`config.mk`:
```
export PLATFORM = sky130hd
export DESIGN_NAME = retire_queue
export DESIGN_NICKNAME = d
export VERILOG_FILES = /design/src/rtl/rename_pkg.sv /design/src/rtl/retire_queue.sv
export SDC_FILE = /design/constraint.sdc
export NUM_CORES = 1
export LEC_CHECK = 0
export CORE_AREA = 3 3 91 110
export DETAILED_ROUTE_END_ITERATION = 7
export DIE_AREA = 0 0 94 113
export GPL_ROUTABILITY_DRIVEN = 0
export GPL_TIMING_DRIVEN = 0
export HOLD_SLACK_MARGIN = 0.06
export PLACE_DENSITY_LB_ADDON = 0.15
export RECOVER_POWER = 100
export SYNTH_ARGS = -nofsm -noshare
export SYNTH_HDL_FRONTEND = slang
export SYNTH_SLANG_ARGS = --single-unit
export TNS_END_PERCENT = 50
```
`constraint.sdc`:
```
create_clock -name clk -period 2.5 [get_ports clk]
set_clock_uncertainty 0.15 [all_clocks]
set_input_delay 0.375 -clock clk [delete_from_list [all_inputs] [get_ports clk]]
set_output_delay 0.375 -clock clk [all_outputs]
set_load 0.05 [all_outputs]
```
`src/rtl/rename_pkg.sv`:
```
// Shared renamer types: retire-queue entry layout and the retire bus.
// The retire bus is consumed unchanged by the renamer's free-list side.
package rename_pkg;

    localparam int PREG_W = 4;
    localparam int ARCH_W = 5;

    typedef struct packed {
        logic              busy;
        logic              done;
        logic [PREG_W-1:0] oldpreg;
    } rq_entry_t;

    typedef struct packed {
        logic [PREG_W-1:0] preg;
        logic              valid;
    } retire_t;

endpackage

```
`src/rtl/retire_queue.sv`:
```
// In-order commit tracker: entries complete out of order, retire at head.
// Each retire returns the displaced physical register to the renamer.
module retire_queue #(
    parameter int DEPTH  = 8,
    parameter int PREG_W = 4,
    parameter int TAG_W  = $clog2(DEPTH)
) (
    input  logic              clk,
    input  logic              rst,
    input  logic              alloc_valid,
    input  logic [PREG_W-1:0] alloc_oldpreg,
    output logic              alloc_ready,
    output logic [TAG_W-1:0]  alloc_tag,
    input  logic              complete_valid,
    input  logic [TAG_W-1:0]  complete_tag,
    output logic [PREG_W:0]   retireout,
    output logic              empty,
    output logic              full
);

    import rename_pkg::*;

    localparam logic [TAG_W:0] DEPTH_C = (TAG_W+1)'(DEPTH);

    rq_entry_t ent_q [DEPTH];
    rq_entry_t ent_d [DEPTH];

    logic [TAG_W-1:0] head_q, head_d;
    logic [TAG_W-1:0] tail_q, tail_d;
    logic [TAG_W:0]   count_q, count_d;
    retire_t          ret_q, ret_d;

    logic alloc_fire;
    logic commit_fire;

    // Occupancy flags come only from the registered count.
    always_comb begin
        alloc_ready = (count_q < DEPTH_C);
        full        = (count_q == DEPTH_C);
        empty       = (count_q == '0);
        alloc_tag   = tail_q;
        retireout   = ret_q;
    end

    // Handshake decisions use pre-edge state only.
    always_comb begin
        alloc_fire  = alloc_valid && alloc_ready;
        commit_fire = ent_q[head_q].busy && ent_q[head_q].done;
    end

    // Entry array update: complete, then commit clear, then alloc write.
    always_comb begin
        ent_d = ent_q;
        if (complete_valid && ent_q[complete_tag].busy) begin
            ent_d[complete_tag].done = 1'b1;
        end
        if (commit_fire) begin
            ent_d[head_q].busy = 1'b0;
            ent_d[head_q].done = 1'b0;
        end
        if (alloc_fire) begin
            ent_d[tail_q].busy    = 1'b1;
            ent_d[tail_q].done    = 1'b0;
            ent_d[tail_q].oldpreg = alloc_oldpreg;
        end
    end

    // Pointer, count and retire-bus next state.
    always_comb begin
        head_d  = head_q;
        tail_d  = tail_q;
        count_d = count_q;
        ret_d   = '0;
        if (commit_fire) begin
            head_d     = head_q + TAG_W'(1);
            ret_d.preg  = ent_q[head_q].oldpreg;
            ret_d.valid = 1'b1;
        end
        if (alloc_fire) begin
            tail_d = tail_q + TAG_W'(1);
        end
        case ({alloc_fire, commit_fire})
            2'b10:   count_d = count_q + (TAG_W+1)'(1);
            2'b01:   count_d = count_q - (TAG_W+1)'(1);
            default: count_d = count_q;
        endcase
    end

    // State registers with asynchronous active-low clear.
    always_ff @(posedge clk or negedge rst) begin
        if (!rst) begin
            head_q  <= '0;
            tail_q  <= '0;
            count_q <= '0;
            ret_q   <= '0;
            for (int i = 0; i < DEPTH; i++) begin
                ent_q[i] <= '0;
            end
        end else begin
            head_q  <= head_d;
            tail_q  <= tail_d;
            count_q <= count_d;
            ret_q   <= ret_d;
            for (int i = 0; i < DEPTH; i++) begin
                ent_q[i] <= ent_d[i];
            end
        end
    end

endmodule

```
==> impl_metrics.toml, run 1 <==
[critical_path]
path_common_cell = "xor2_1"
cp_max_fo = 5
rrSetupSlack_ns = -0.15
path_class = "flop to flop"
path_cells = "buf_6 > mux2_4 > o32ai_2 > or4_4 > inv_8 > ha_4 > xor2_1 > ha_2 > a21oi_2 > xor2_1 > nor2_1 > xor2_1"
rr_worst_depth = 12
crit_path_end_kind = "flop"
required_ns = 2.62
cp-startpoint = "head_q[0]"
crit_end = "count_q[2]"
max_stage_delay_ns = 0.58
slowest_stage = "or4_4"
timing.rr.start = "head_q[0]"
reg2reg_to = "count_q[2]"
crit_arrival_ns = 2.77
cp-start-kind = "flop"

[die]
coreArea_mm2 = 0.00903
fp.dieArea_mm2 = 0.0106
io_pins = 22
die_width_um = 94
num_rows = 38
start_util_pct = 34.7
fp.dieH_um = 113

[clocking]
path_clk_slew_ns = 0.08
h-tree-depth = 3
cts-root-buf = "clkbuf_8"
clkLatencyLatePin_ns = 0.34
cts_tree = "built"
clockBufferDepth = 2
numCtsBuffers = 9
clock-sinks = 63

[global_routing]
grt_first_pass_wirelength_um = 12000
antenna_found_initial = 0
grt_pass1_vias = 2238
busiest_layer = "met2"
met1_usage_pct = 19.3
grt_overflow_total = 0
met2_usage_pct = 24.7
track_usage_pct = 15.1
grt_start_max_net_pins = 64
grtUsageMet3_pct = 3.52

[timing]
setup_viol = 3
rsz0062_at_grt = "true"
relSlewSlack_pct = -5.11
fin_tns_setup_ns = -0.308
min_period_ns = 2.65
hold_slack_ns = 0.331
fmax_mhz = 377
fin_ws_ns = -0.150
worstMarginPinSlew_ns = 1.58
slew_viol_final = 64
period_share_pct = 106
final_hold_viol_count = 0

[placement]
dpl.cell_count = 403
port_buffers = 21
hpwl_um = 4920

[final_layout]
syn_to_final_growth_pct = 23.1
antenna_cells = 0
drive_gt1_share_pct = 26.1
nNetsFinal = 317
fin_cells = 426

[logic_synthesis]
syn-cell-area_mm2 = 0.00313
ys_ff_latch = 63
synth_seq_area_share_pct = 50.3
synth.top_cells.by_area = "dfrtp_1, mux2_2, nand2_1"
syn_avg_cell_area_um2 = 12.0
netlist_instances = 262
synth_ff_type = "dfrtp_1"
syn-num-nets = 278
synth-async-reset-ratio_pct = 100
synth_top_area_share_pct = 50.3
yosys_warnings = 0
yosysUniqueCellTypes = 50
yosysTopAreaCell = "dfrtp_1"
synth_edf_count = 0

[drt]
routed_wl_um = 7300
avgRoutedWirePerCell_um = 17.1
vias = 2171
drtPass1Iterations = 4
drt_iter0_drc = 138
drc = 0
ant_nets = 0
routed_via_density = 5.10

[run]
maxCapViolations = 1

[run_status]
failed_checks = "capacitance limit, slew limit, setup timing"
status = "finished, violations left"

[worst_hold_path]
hp-class = "flop to flop"

[power]
p_leak_nw = 1.72
power.density_mw_per_mm2 = 1500
ir_drop_uv = 640
[worst min-delay path by stage]
| stage | from | slack (ns) | cells past startpoint | to |
|---|---|---|---|---|
| 2_1_floorplan | rst | -0.07 | 0 | alloc_tag[0] |
| 3_3_place_gp | ent_q[44] | 0.31 | 2 | ent_q[44] |
| 3_5_place_dp | ent_q[18] | 0.31 | 2 | ent_q[18] |
| 4_1_cts | ent_q[18] | 0.33 | 2 | ent_q[18] |
| 5_1_grt | ent_q[18] | 0.36 | 2 | ent_q[18] |
| 6_report | ent_q[18] | 0.33 | 2 | ent_q[18] |
[through the flow]
step	instance area, um2	utilization (%)	worst slack (ns)	power (mW)
2_1_floorplan	3170	-	-0.0567	3.84
3_3_place_gp	3530	39.1	-1.35	4.46
3_5_place_dp	3530	39.0	-0.403	4.51
4_1_cts	3840	42.6	-0.182	5.79
5_1_grt	3850	42.7	-0.238	6.19
6_report	3850	42.7	-0.150	5.78
[cell usage in the layout (no fill, tap or decap), drive strengths merged, types with 3 or more instances in the layout]
cell type	count
nor2	15
xnor2	5
nor2b	3
clkbuf	14
xor2	4
a211oi	6
nand2b	4
ha	5
buf	11
mux2i	7
nand2	46
a21o	7
a21oi	6
nor3	3
inv	4
mux4	8
clkinvlp	3
dfrtp	63
mux2	32
clkdlybuf4s50	18
bufinv	3
nor3b	4
a31oi	3
[metal layers]
layer / share of wire [%] / up-vias
met1: 45 / 1082
li1: - / 1030
met3: 3.4 / 14
met2: 49 / 45
met4: 2.4 / 0
met5: 0 / -
[area by class of cell]
class / instances / area [um2]
fillers: 864 / 5180
flip-flops and latches: 63 / 1580
multi-input cells: 187 / 1530
repair buffers: 28 / 259
well taps: 120 / 150
clock buffers: 11 / 141
clock inverters: 5 / 105
plain buffers: 7 / 62.6
inverters: 5 / 30.0
[logic make-up after synthesis]
| kind of cell | after synthesis | share of synthesized area [%] |
|---|---|---|
| xor+xnor | 9 | 2.76 |
| flops | 63 | 50.3 |
| simple gates | 88 | 13.5 |
| mux | 47 | 19.6 |
| compound gates | 38 | 9.19 |
| fa+ha+maj | 5 | 2.00 |
| buf+inv | 12 | 2.56 |
[worst max-delay path: cells and delay by family (launching register included)]
| kind | cells | cell delay [ns] |
|---|---|---|
| and+or+nand+nor | 2 | 0.70 |
| xor gates and xnor gates | 3 | 0.45 |
| DFF | 1 | 0.42 |
| adders and majority gates | 2 | 0.32 |
| buffers and inverters | 2 | 0.24 |
| muxes | 1 | 0.20 |
| AOI/OAI and AO/OA | 2 | 0.11 |
[flip-flops by register name, indices dropped and copies added (netlist names)]
name,cells
alloc_tag,3
retireout,5
head_q,3
count_q,4
ent_q,48
[synthesized netlist by cell type, types with 5 or more instances]
cell      instances
dfrtp_1          63
nand2_1          45
mux2_2           29
nor2_1           15
a21o_1            7
mux2i_1           7
mux4_2            7
a211oi_1          6
a21oi_1           6
ha_1              5
[timing repair]
item                                    4_1_cts  5_1_grt
endpoints found under the setup margin        4        4
setup buffers                                 5        0
pin swaps                                     3        2
endpoints found under the hold margin        63        0
gates cloned                                  1        0
hold buffers                                  1        0
gates resized for setup                       7        2
[power by group]
part | switching (mW) | internal, mW
clock network | 0.410 | 0.690
registers | 0.350 | 1.50
logic | 1.43 | 1.40
No activity file was read; power rests on OpenSTA's default activity.
==> inputs of run 2 (changes only) <==
CORE_AREA = 3 3 71 140   (was 3 3 91 110)
DIE_AREA = 0 0 74 143   (was 0 0 94 113)
==> run 2 against run 1 <==
Compared with the run above: the flow still finishes with violations (capacitance limit, slew limit, setup timing); setup slack gained 0.0048 ns; via count grew 3.3%; total power grew 9.6%; clock power increased by 18%; first-iteration DRC count decreased by 2.2%; count of clock-buffer cells in the layout rose by 2; hold slack worse by 0.0061 ns; critical endpoint unchanged.
==> impl_metrics.toml, run 2 (synthesized netlist as in run 1, its figures left out) <==
[drt]
drc = 0
drtPass1Iterations = 5
routed_via_density = 5.42
drt_iter0_drc = 135
routed_wl_um = 8170
ant_nets = 0
vias = 2243
avgRoutedWirePerCell_um = 19.7

[global_routing]
met1_usage_pct = 17.0
met2_usage_pct = 29.8
grt_start_max_net_pins = 64
grt_pass1_vias = 2382
grt_overflow_total = 0
grtUsageMet3_pct = 3.66
antenna_found_initial = 0
busiest_layer = "met2"
track_usage_pct = 17.1
grt_first_pass_wirelength_um = 12800

[die]
start_util_pct = 34.7
coreArea_mm2 = 0.00901
die_width_um = 74
fp.dieH_um = 143
io_pins = 22
fp.dieArea_mm2 = 0.0106
num_rows = 49

[critical_path]
path_cells = "buf_6 > mux2i_1 > o2bb2ai_2 > or4_4 > inv_8 > ha_4 > xor2_1 > ha_2 > a21oi_2 > xor2_1 > nor2_1 > xor2_1"
crit_family = "simple AND/OR/NAND/NOR gates"
cp-start-kind = "flop"
path_class = "flop to flop"
max_stage_delay_ns = 0.60
path_common_cell = "xor2_1"
slowest_stage = "or4_4"
required_ns = 2.60
crit_path_end_kind = "flop"
crit_arrival_ns = 2.74
cp_max_fo = 8
crit_buf_inv = 2

[worst_hold_path]
hp-class = "flop to flop"

[clocking]
path_clk_slew_ns = 0.05
clkLatencyLatePin_ns = 0.33
clock-sinks = 63
cts-root-buf = "clkbuf_16"
cts_tree = "built"
h-tree-depth = 3
clockBufferDepth = 2
numCtsBuffers = 9

[final_layout]
final_common_cell = "dfrtp_1"
syn_to_final_growth_pct = 27.8
final_cell_mix = "dfrtp_1, nand2_1, mux2_2"
antenna_cells = 0
drive_gt1_share_pct = 29.8
registers.top_by_ff_count = "ent_q"
nNetsFinal = 324
largest_reg_flops = 48

[power]
ir_drop_uv = 754
p_leak_nw = 1.81
power.density_mw_per_mm2 = 1580

[timing]
rsz0062_at_grt = "true"
slew_viol_final = 64
hold_slack_ns = 0.325
min_period_ns = 2.65
relSlewSlack_pct = -8.77
final_hold_viol_count = 0
period_share_pct = 106
setup_viol = 3
worstMarginPinSlew_ns = 1.63
fin_ws_ns = -0.145
fmax_mhz = 378

[placement]
dp_slack_ns = -0.334
port_buffers = 21
hpwl_um = 5780

[run_status]
status = "finished, violations left"
failed_checks = "capacitance limit, slew limit, setup timing"

[run]
maxCapViolations = 1
run 2: cell types whose count changed in the layout (fill, tap and decap cells not counted), sizes merged:
cell	before	now
clkinvlp	3	2
buf	11	18
bufinv	3	1
clkbuf	14	16
run 2: area by class of cell:
class                           count  area [um2]
Tap cell                          102         128
Multi-Input combinational cell    187        1570
Timing Repair Buffer               35         322
Fill cell                         866        5010
Clock inverter                      2        37.5
Inverter                            5        30.0
Clock buffer                       13         280
Buffer                              7        62.6
Sequential cell                    63        1580
run 2: where the power goes:
part / total (mW) / switching (mW) / internal [mW]
logic: 3.15 / 1.55 / 1.60
registers: 1.87 / 0.366 / 1.51
clock network: 1.30 / 0.430 / 0.874
total: 6.33 / 2.35 / 3.98
run 2: through the flow:
stage | util, % | std cells | cell area [um2] | power, mW | setup TNS, ns
after global placement | 38.9 | 385 | 3510 | 4.54 | -83.15
after detailed placement | 38.9 | 385 | 3500 | 4.58 | -1.19
after floorplan | - | 262 | 3170 | 3.84 | -0.0729
after global routing | 44.4 | 414 | 4000 | 6.75 | -0.705
after CTS | 43.5 | 409 | 3920 | 6.15 | -0.307
final | 44.4 | 414 | 4000 | 6.33 | -0.318
run 2: timing repair:
action,4_1_cts,5_1_grt
endpoints found under the setup margin,4,4
setup buffers,8,5
hold endpoints to repair,63,0
gates cloned,0,0
gates resized for setup,8,11
hold buffers,1,0
pin swaps,3,5
run 2: worst min-delay path, stage by stage, from the launching register on:
cell     delay [ns]
dfrtp_1        0.34
nand2_1        0.05
nand2_1        0.06
run 2: path summary, 6_finish.rpt:
kind / from / endpoint / slack (ns) / depth (start not counted)
min in group asynchronous: rst / retireout[3] / 0.85 / 2
worst max-delay path: head_q[0] / count_q[2] / -0.15 / 12
worst min register to register: ent_q[19] / ent_q[19] / 0.32 / 2
worst max register to register: head_q[0] / count_q[2] / -0.15 / 12
max in group asynchronous: rst / head_q[1] / 0.28 / 2
worst min-delay path: ent_q[19] / ent_q[19] / 0.32 / 2
run 2: routing by layer:
| metal | up-vias | share of wire (%) |
|---|---|---|
| met2 | 71 | 56 |
| met4 | 0 | 6.5 |
| met1 | 1111 | 34 |
| li1 | 1032 | - |
| met3 | 29 | 3.5 |
| met5 | - | 0 |
